## src/rtl/graphic_blitter.sv

```systemverilog
// Rectangle blitter: FILL / XORFILL / COPY / KEYCOPY / GET over a linear framebuffer port.
// Addresses are computed once per command and then stepped, so no per-pixel multiply exists.
module graphic_blitter #(
  parameter int COLOR_WIDTH = 3,
  parameter int FB_WIDTH    = 400,
  parameter int FB_HEIGHT   = 300,
  parameter int COORD_WIDTH = 16,
  parameter int ADDR_WIDTH  = 17
) (
  input  logic                   Clk,
  input  logic                   Rst,
  input  logic                   CmdValid,
  output logic                   CmdReady,
  input  logic [2:0]             CmdOp,
  input  logic [COLOR_WIDTH-1:0] CmdColor,
  input  logic [COORD_WIDTH-1:0] CmdSrcX,
  input  logic [COORD_WIDTH-1:0] CmdSrcY,
  input  logic [COORD_WIDTH-1:0] CmdDstX,
  input  logic [COORD_WIDTH-1:0] CmdDstY,
  input  logic [COORD_WIDTH-1:0] CmdW,
  input  logic [COORD_WIDTH-1:0] CmdH,
  output logic [ADDR_WIDTH-1:0]  FbAddr,
  output logic                   FbWe,
  output logic                   FbRe,
  output logic [COLOR_WIDTH-1:0] FbWData,
  input  logic [COLOR_WIDTH-1:0] FbRData,
  output logic [COLOR_WIDTH-1:0] DataOut,
  output logic                   Done,
  output logic                   Error,
  output logic                   Busy
);

  // state | meaning
  // IDLE  | waiting for a command, CmdReady high
  // SETUP | bounds check, start addresses, pixel counters
  // READ  | FbRe issued (source, or destination for XORFILL)
  // WRITE | FbWe issued for the pixel; GET captures read data instead
  // DONE  | one-cycle Done pulse, Error qualifies it
  typedef enum logic [2:0] {S_IDLE, S_SETUP, S_READ, S_WRITE, S_DONE} state_t;

  localparam int CW = COORD_WIDTH;
  localparam int AW = ADDR_WIDTH;

  localparam logic [2:0] OP_NOP     = 3'd0;
  localparam logic [2:0] OP_FILL    = 3'd1;
  localparam logic [2:0] OP_COPY    = 3'd2;
  localparam logic [2:0] OP_KEYCOPY = 3'd3;
  localparam logic [2:0] OP_XORFILL = 3'd4;
  localparam logic [2:0] OP_GET     = 3'd5;

  localparam logic [CW-1:0] ONE_C  = CW'(1);
  localparam logic [AW-1:0] ONE_A  = AW'(1);
  localparam logic [AW-1:0] FB_W_A = AW'(FB_WIDTH);
  localparam logic [CW:0]   FB_W_X = (CW+1)'(FB_WIDTH);
  localparam logic [CW:0]   FB_H_X = (CW+1)'(FB_HEIGHT);

  function automatic logic [AW-1:0] lin_addr(input logic [CW-1:0] x, input logic [CW-1:0] y);
    return AW'(y) * FB_W_A + AW'(x);
  endfunction

  // One extra bit on the sums so a huge origin plus size cannot wrap back into range.
  function automatic logic out_of_bounds(input logic [CW-1:0] x, input logic [CW-1:0] y,
                                         input logic [CW-1:0] w, input logic [CW-1:0] h);
    logic [CW:0] x_end;
    logic [CW:0] y_end;
    x_end = {1'b0, x} + {1'b0, w};
    y_end = {1'b0, y} + {1'b0, h};
    return (x_end > FB_W_X) || (y_end > FB_H_X);
  endfunction

  state_t                 state_q, state_d;
  logic [2:0]             op_q, op_d;
  logic [COLOR_WIDTH-1:0] color_q, color_d;
  logic [CW-1:0]          sx_q, sx_d, sy_q, sy_d, dx_q, dx_d, dy_q, dy_d;
  logic [CW-1:0]          w_q, w_d, h_q, h_d;
  logic [CW-1:0]          col_q, col_d, row_q, row_d;
  logic [AW-1:0]          src_q, src_d, dst_q, dst_d;
  logic                   back_q, back_d;
  logic                   err_q, err_d;
  logic [COLOR_WIDTH-1:0] data_out_q, data_out_d;

  logic [AW-1:0] src_base, dst_base, far_off, row_step;
  logic          bad_cmd, back_dir;

  always_comb begin
    state_d    = state_q;
    op_d       = op_q;
    color_d    = color_q;
    sx_d       = sx_q;
    sy_d       = sy_q;
    dx_d       = dx_q;
    dy_d       = dy_q;
    w_d        = w_q;
    h_d        = h_q;
    col_d      = col_q;
    row_d      = row_q;
    src_d      = src_q;
    dst_d      = dst_q;
    back_d     = back_q;
    err_d      = err_q;
    data_out_d = data_out_q;

    src_base = lin_addr(sx_q, sy_q);
    dst_base = lin_addr(dx_q, dy_q);
    // Offset from a rectangle's top-left to its bottom-right pixel, shared by src and dst.
    far_off  = AW'(h_q - ONE_C) * FB_W_A + AW'(w_q - ONE_C);
    row_step = FB_W_A - AW'(w_q) + ONE_A;

    case (op_q)
      OP_NOP:                bad_cmd = 1'b0;
      OP_FILL, OP_XORFILL:   bad_cmd = out_of_bounds(dx_q, dy_q, w_q, h_q);
      OP_COPY, OP_KEYCOPY:   bad_cmd = out_of_bounds(dx_q, dy_q, w_q, h_q) ||
                                       out_of_bounds(sx_q, sy_q, w_q, h_q);
      OP_GET:                bad_cmd = out_of_bounds(sx_q, sy_q, ONE_C, ONE_C);
      default:               bad_cmd = 1'b1;
    endcase
    back_dir = ((op_q == OP_COPY) || (op_q == OP_KEYCOPY)) && (dst_base > src_base);

    case (state_q)
      S_IDLE: begin
        if (CmdValid) begin
          op_d    = CmdOp;
          color_d = CmdColor;
          sx_d    = CmdSrcX;
          sy_d    = CmdSrcY;
          dx_d    = CmdDstX;
          dy_d    = CmdDstY;
          w_d     = (CmdOp == OP_GET) ? ONE_C : CmdW;
          h_d     = (CmdOp == OP_GET) ? ONE_C : CmdH;
          state_d = S_SETUP;
        end
      end
      S_SETUP: begin
        err_d  = bad_cmd;
        back_d = back_dir;
        src_d  = back_dir ? src_base + far_off : src_base;
        dst_d  = back_dir ? dst_base + far_off : dst_base;
        col_d  = w_q - ONE_C;
        row_d  = h_q - ONE_C;
        if (bad_cmd || (w_q == '0) || (h_q == '0) || (op_q == OP_NOP))
          state_d = S_DONE;
        else if (op_q == OP_FILL)
          state_d = S_WRITE;
        else
          state_d = S_READ;
      end
      S_READ: state_d = S_WRITE;
      S_WRITE: begin
        if (op_q == OP_GET) data_out_d = FbRData;
        if (col_q == '0) begin
          if (row_q == '0) begin
            state_d = S_DONE;
          end else begin
            row_d   = row_q - ONE_C;
            col_d   = w_q - ONE_C;
            src_d   = back_q ? src_q - row_step : src_q + row_step;
            dst_d   = back_q ? dst_q - row_step : dst_q + row_step;
            state_d = (op_q == OP_FILL) ? S_WRITE : S_READ;
          end
        end else begin
          col_d   = col_q - ONE_C;
          src_d   = back_q ? src_q - ONE_A : src_q + ONE_A;
          dst_d   = back_q ? dst_q - ONE_A : dst_q + ONE_A;
          state_d = (op_q == OP_FILL) ? S_WRITE : S_READ;
        end
      end
      S_DONE:  state_d = S_IDLE;
      default: state_d = S_IDLE;
    endcase
  end

  always_ff @(posedge Clk or negedge Rst) begin
    if (!Rst) begin
      state_q    <= S_IDLE;
      op_q       <= '0;
      color_q    <= '0;
      sx_q       <= '0;
      sy_q       <= '0;
      dx_q       <= '0;
      dy_q       <= '0;
      w_q        <= '0;
      h_q        <= '0;
      col_q      <= '0;
      row_q      <= '0;
      src_q      <= '0;
      dst_q      <= '0;
      back_q     <= 1'b0;
      err_q      <= 1'b0;
      data_out_q <= '0;
    end else begin
      state_q    <= state_d;
      op_q       <= op_d;
      color_q    <= color_d;
      sx_q       <= sx_d;
      sy_q       <= sy_d;
      dx_q       <= dx_d;
      dy_q       <= dy_d;
      w_q        <= w_d;
      h_q        <= h_d;
      col_q      <= col_d;
      row_q      <= row_d;
      src_q      <= src_d;
      dst_q      <= dst_d;
      back_q     <= back_d;
      err_q      <= err_d;
      data_out_q <= data_out_d;
    end
  end

  // Write data depends on the read returned this very cycle, so it is decoded here.
  logic wr_phase, key_hit;
  assign wr_phase = (state_q == S_WRITE) && (op_q != OP_GET);
  assign key_hit  = (op_q == OP_KEYCOPY) && (FbRData == color_q);

  assign CmdReady = (state_q == S_IDLE);
  assign Busy     = (state_q != S_IDLE);
  assign Done     = (state_q == S_DONE);
  assign Error    = Done && err_q;
  assign FbRe     = (state_q == S_READ);
  assign FbWe     = wr_phase && !key_hit;
  assign FbAddr   = ((state_q == S_READ) && (op_q != OP_XORFILL)) ? src_q : dst_q;
  assign FbWData  = !wr_phase              ? '0 :
                    (op_q == OP_FILL)      ? color_q :
                    (op_q == OP_XORFILL)   ? (FbRData ^ color_q) : FbRData;
  assign DataOut  = data_out_q;

endmodule

```

## config.mk

```make
export PLATFORM = sky130hd
export DESIGN_NAME = graphic_blitter
export DESIGN_NICKNAME = d
export VERILOG_FILES = /design/src/rtl/graphic_blitter.sv
export SDC_FILE = /design/constraint.sdc
export NUM_CORES = 1
export LEC_CHECK = 0
export CAP_MARGIN = 15
export CORE_MARGIN = 2
export CORE_UTILIZATION = 45
export CTS_CLUSTER_SIZE = 28
export DETAILED_ROUTE_END_ITERATION = 10
export MAX_ROUTING_LAYER = met4
export PLACE_DENSITY_LB_ADDON = 0.1
export SETUP_SLACK_MARGIN = 0.2
export SLEW_MARGIN = 20
export SYNTH_ARGS = -nofsm -noshare
export SYNTH_HDL_FRONTEND = slang
export SYNTH_SLANG_ARGS = --single-unit
```

## constraint.sdc

```tcl
create_clock -name Clk -period 7 [get_ports Clk]
set_input_delay 1.75 -clock Clk [delete_from_list [all_inputs] [get_ports Clk]]
set_output_delay 1.75 -clock Clk [all_outputs]
set_load 0.02 [all_outputs]
```

Word level (Yosys, flattened, before mapping)
Index checks and enable logic that the tools add are counted.
{"block": "word_totals", "reg_bits": 176, "latchBits": 0, "mem_bits_rw": 0, "romBits": 0, "inputBits": 108, "out_inout_bits": 29, "elab_cells": 131, "n_memories": 0}
{"block": "op_classes", "addsub": 27, "multipliers": 3, "div_mod_pow": 0, "n_lt_le_gt_ge": 7, "n_eq_ne": 17, "shift": 0, "mux": 31, "bitwise_logic": 1, "reduce_logical": 29}
{"op": "17-bit two-way mux", "n": 11}
{"op": "17-bit by 9-bit greater-than comparator with 1-bit output (second input constant)", "n": 6}
{"op": "16-bit two-way mux", "n": 6}
{"op": "17-bit adder", "n": 5}
{"op": "16-bit by 16-bit adder with 17-bit output", "n": 4}
{"op": "17-bit one-hot mux with 2 select lines", "n": 2}
{"op": "16-bit logical NOT", "n": 4}
{"op": "16-bit one-hot mux with 2 select lines", "n": 2}
{"op": "16-bit by 1-bit subtractor with 16-bit output (second input constant)", "n": 4}
{"op": "17-bit by 1-bit adder with 17-bit output (second input constant)", "n": 3}
{"op": "16-bit by 1-bit adder with 17-bit output (second input constant)", "n": 2}
{"op": "17-bit by 16-bit adder with 17-bit output", "n": 2}
{"op": "16-bit by 1-bit subtractor with 17-bit output (second input constant)", "n": 2}
{"op": "17-bit by 1-bit subtractor with 17-bit output (second input constant)", "n": 2}
{"op": "17-bit subtractor", "n": 2}
{"op": "16-bit by 5-bit multiplier with 13-bit output (second input constant)", "n": 2}
{"op": "3-bit two-way mux", "n": 7}
{"op": "17-bit greater-than comparator", "n": 1}
{"op": "17-bit by 5-bit multiplier with 13-bit output (second input constant)", "n": 1}
{"op": "9-bit by 16-bit subtractor with 17-bit output (first input constant)", "n": 1}
{"op": "3-bit by 2-bit == test with 1-bit output (second input constant)", "n": 4}
{"op": "3-bit == test (second input constant)", "n": 4}
{"op": "3-bit one-hot mux with 4 select lines", "n": 1}
{"op": "3-bit inequality test (second input constant)", "n": 3}
{"op": "other kinds (15)", "n": 34}

Depth between registers and ports, before layout
{"block": "logic_depth", "word_depth": 10, "depth_mapped": 29, "ltp_nobuf": 29}

Worst setup path before layout
No wires, ideal clock.
{"block": "synth_path", "path_kind": "register to register", "from": "reg h_q[2]", "to": "reg src_q[16]", "t_arrival_ps": 5772, "required_time_ps": 6906, "path_slack_ps": 1134, "stages_incl_launch_ff": 27, "period_less_slack_ps": 5866, "path_cell_list": "dfrtp_1 buf_2 or4_1 clkbuf_1 nand2_1 ha_1 ha_1 fa_1 ha_1 nor2b_1 o21ai_0 nand2b_1 xnor2_1 ha_1 inv_1 ha_1 nor4_1 nor3_1 xnor2_1 ha_1 and2_1 a311oi_1 o21ai_0 xnor2_1 nor2_1 xor2_1 a211oi_1"}
{"block": "synth_via", "elab_chain_len": 6}
{"element": "start, declared", "line_no": "75", "rtl": "logic [CW-1:0] w_q, w_d, h_q, h_d;"}
{"element": "start signal, assigned", "line_no": "182", "rtl": "h_q <= '0;"}
{"element": "start signal, assigned", "line_no": "199", "rtl": "h_q <= h_d;"}
{"element": "16-bit by 1-bit subtractor with 17-bit output", "line_no": "106", "rtl": "far_off = AW'(h_q - ONE_C) * FB_W_A + AW'(w_q - ONE_C);"}
{"element": "17-bit by 5-bit multiplier with 13-bit output", "line_no": "106"}
{"element": "17-bit adder", "line_no": "106"}
{"element": "17-bit adder", "line_no": "136", "rtl": "src_d = back_dir ? src_base + far_off : src_base;"}
{"element": "17-bit two-way mux", "line_no": "136"}
{"element": "17-bit one-hot mux with 2 select lines", "line_no": "119", "rtl": "case (state_q)"}
{"element": "end signal, assigned", "line_no": "202", "rtl": "src_q <= src_d;"}
{"element": "end, declared", "line_no": "77", "rtl": "logic [AW-1:0] src_q, src_d, dst_q, dst_d;"}
No other way between the ends.
A chain may end at the register's enable or synchronous reset.

Worst setup path in the final report
{"block": "layout_path", "from": "reg dy_q[2]", "to": "reg src_q[15]"}
{"block": "layout_via", "elab_chain_len": 6}
{"element": "start, declared", "line_no": "74", "rtl": "logic [CW-1:0] sx_q, sx_d, sy_q, sy_d, dx_q, dx_d, dy_q, dy_d;"}
{"element": "start signal, assigned", "line_no": "197", "rtl": "dy_q <= dy_d;"}
{"element": "16-bit by 5-bit multiplier with 13-bit output", "line_no": "58", "rtl": "return AW'(y) * FB_W_A + AW'(x);"}
{"element": "17-bit by 16-bit adder with 17-bit output", "line_no": "58"}
{"element": "17-bit greater-than comparator", "line_no": "117", "rtl": "back_dir = ((op_q == OP_COPY) || (op_q == OP_KEYCOPY)) && (dst_base > src_base);"}
{"element": "1-bit logical AND", "line_no": "117"}
{"element": "17-bit two-way mux", "line_no": "136"}
{"element": "17-bit one-hot mux with 2 select lines", "line_no": "119"}
No other way between the ends.

==> out/metrics.csv <==
stage;metric;value;unit
run_status;outcome;completed;
synthesis;synth.distinct_cells;94;
synthesis;synth_cells;2735;
route;drtAntennaViolNets;0;
critical_path;arrival;6.88;ns
synthesis;syn_area;21100;sq um
global_route;antenna_found_initial;2;
floorplanning;dieArea;48500;sq um
critical_path;reg2reg_from;dy_q[2];
floorplanning;initial_core_util;45.4;%
route;drc_errors;0;
clocking;clk_pin_slew_worst_paths;0.08;ns
global_route;grt_max_degree;116;
critical_path;endpoint;src_q[15];
timing;timing.fmax;154;MHz
critical_path;cp-start-kind;flop;
global_route;grt_overflow;0;
synthesis;synth_area_per_cell;7.70;sq um
timing;setup_viol;0;
route;vias;20300;
timing;maxSlewHeadroom;34.8;%
final_layout;nets;3245;
synthesis;syn-num-nets;3158;
run;maxCapViolCount;0;
clocking;cts_root_buffer;clkbuf_16;
final_layout;drive_above_1_share;4.90;%
clocking;cts_buffer_depth;2;
timing;skew;0.0136;ns
critical_path;critPathMaxFanout;11;
route;drt-total-wl;73100;microns
route;vias_per_cell;5.91;
clocking;cts_tree;yes;
synthesis;async_reset_ff_share;100;%
route;detail_route.wl_per_cell;21.2;microns
floorplanning;io_pins;137;
clocking;cts_buffers;17;
timing;tightest_slew;0.970;ns
route;drt_iter0_markers;1470;
critical_path;crit_start;dy_q[2];
global_route;grt_pass1_wl;112000;microns
critical_path;regToRegSetupSlack;0.49;ns
global_route;grtUsageTotal;31.4;%
clocking;insertion_delay;0.51;ns
synthesis;ys_seq_area_share;20.9;%
final_layout;final_core_utilization;51.0;%
hold_path;hold_class;flop to flop;
synthesis;synth-seq-cells;176;
floorplanning;die_w;220;microns
synthesis;synth_flop_cell;dfrtp_1;
critical_path;path_class;flop to flop;
timing;period_minus_slack;6.51;ns
critical_path;required;7.37;ns
timing;finalHoldViolCount;0;
clocking;ctsHoldBuffers;0;
synthesis;synth_warnings;0;
synthesis;synth_area_leaders;dfrtp_1 21%, ha_1 17%, nand2_1 6.8%, xnor2_1 5.9%, a21oi_1 5.2%;
final_layout;area_delta_synth_final;12.3;%
placed_design;portBuffers;136;
floorplanning;core;46400;sq um
clocking;htree_levels;4;
critical_path;crit_path_end_kind;flop;
global_route;grt_pass1_vias;19400;
route;drt_pre_antenna_iters;6;
synthesis;synth_largest_area_cell;dfrtp_1;
placed_design;dp_hpwl;57400;microns
floorplanning;num_rows;79;
critical_path;worst_r2r_endpoint;src_q[15];
timing;maxSlewViolCount;0;
timing;finalSetupTns;0;ns
placed_design;gp_congestion;0.986;
synthesis;synth_edf_count;0;
timing;fin_crit_sh;92.9;%
synthesis;synth_top_area_share;20.9;%
floorplanning;chipHeight;220;microns
clocking;cts.sink_count;176;
critical_path;worstRegToRegCells;22;
timing;rsz0062_at_grt;no;
-- logic make-up after synthesis --
kind of cell               Yosys count  synth area share, %
and+or+nand+nor                    955                 20.9
DFF                                176                 20.9
buffers and inverters              302                 5.62
adders and majority gates          316                 19.9
xor gates and xnor gates           202                 8.44
AOI/OAI and AO/OA                  742                 22.1
muxes                               42                 2.13
-- routing by layer --
metal / up-vias / part of all wire, % / global-route usage (%)
met4: 0 / 3.6 / 12.3
met2: 600 / 45 / 49.4
li1: 9888 / - / -
met5: - / 0 / -
met3: 122 / 5.6 / 5.29
met1: 9727 / 45 / 40.3
-- worst max-delay path, cell delays in order, from the launching register on --
cell and delay, ns:
dfrtp_1 0.49, ha_1 0.34, ha_1 0.31, fa_1 0.46, ha_1 0.35, nor2b_1 0.14
o21ai_0 0.22, a21boi_0 0.17, o21ai_0 0.25, nand2b_1 0.13, xor2_1 0.28, ha_1 0.34
xnor2_1 0.64, ha_1 0.38, a21o_1 0.18, a21o_1 0.17, a21oi_1 0.14, o21ai_0 0.15
o21ai_4 0.33, buf_4 0.19, nor3b_1 0.04, a2111oi_0 0.53, a21oi_1 0.14
-- how the worst min path moves through the flow --
stage                    start         end  slack (ns)  cells past startpoint
detailed placement    dst_q[0]    dst_q[0]        0.48                      2
finish                dst_q[0]    dst_q[0]        0.50                      2
floorplan             dst_q[0]    dst_q[0]        0.45                      2
CTS                   dst_q[0]    dst_q[0]        0.50                      2
global route        DataOut[2]  DataOut[2]        0.53                      1
global placement      dy_q[13]    dy_q[13]        0.47                      2
-- through the flow --
step / instances / worst slack [ns] / cell area (sq um) / hold WS (ns)
floorplan: 2735 / 1.13 / 21100 / 0.450
global placement: 3402 / 0.570 / 23000 / 0.474
detailed placement: 3402 / 0.372 / 23000 / 0.482
CTS: 3434 / 0.325 / 23500 / 0.503
global route: 3444 / 0.199 / 23600 / 0.535
finish: 3444 / 0.495 / 23600 / 0.504
-- state kept, by name, summed over array words and instances (netlist names), 3 cells and up --
| signal | cells |
|---|---|
| DataOut | 3 |
| col_q | 16 |
| color_q | 3 |
| dst_q | 17 |
| dx_q | 16 |
| dy_q | 16 |
| h_q | 16 |
| op_q | 3 |
| row_q | 16 |
| src_q | 17 |
| state_q | 3 |
| sx_q | 16 |
| sy_q | 16 |
| w_q | 16 |
-- timing repair --
action | in CTS | in global routing
buffers inserted | 0 | 8
resized for setup | 0 | 4
endpoints found under the setup margin | 0 | 34
-- final cells by class --
cell class | instances | area, sq um
Antenna cell | 2 | 5.00
Clock buffer | 18 | 429
Clock inverter | 14 | 125
Fill cell | 4545 | 22700
Inverter | 200 | 751
Multi-Input combinational cell | 2257 | 15500
Sequential cell | 176 | 4410
Tap cell | 607 | 759
Timing Repair Buffer | 170 | 1630
-- cells in the mapped netlist, drive strengths merged, types with 18 or more instances --
cell type	n
o31ai	18
dfrtp	176
a211oi	35
nor2b	30
or3	23
mux2i	20
a31oi	30
nand2	382
clkbuf	81
inv	200
xor2	59
o211ai	32
nor3	90
nand2b	33
o21ai	208
mux2	22
nand4	19
fa	32
nor4	26
nand3	88
o21bai	25
xnor2	143
buf	21
o21a	34
nor2	199
a21o	30
a21oi	222
ha	283
-- cells in the final DEF (no fill, tap or decap), drive strengths merged, types with 59 or more instances in the layout --
| master | synthesis | routed |
|---|---|---|
| xnor2 | 143 | 143 |
| clkdlybuf4s50 | 0 | 135 |
| o21ai | 208 | 208 |
| xor2 | 59 | 59 |
| nand3 | 88 | 88 |
| a21oi | 222 | 222 |
| ha | 283 | 283 |
| nand2 | 382 | 382 |
| dfrtp | 176 | 176 |
| inv | 200 | 207 |
| nor2 | 199 | 199 |
| nor3 | 90 | 90 |
Power is not shown: default switching activity piles up to over one toggle a cycle in this logic, so the estimate is an artifact.
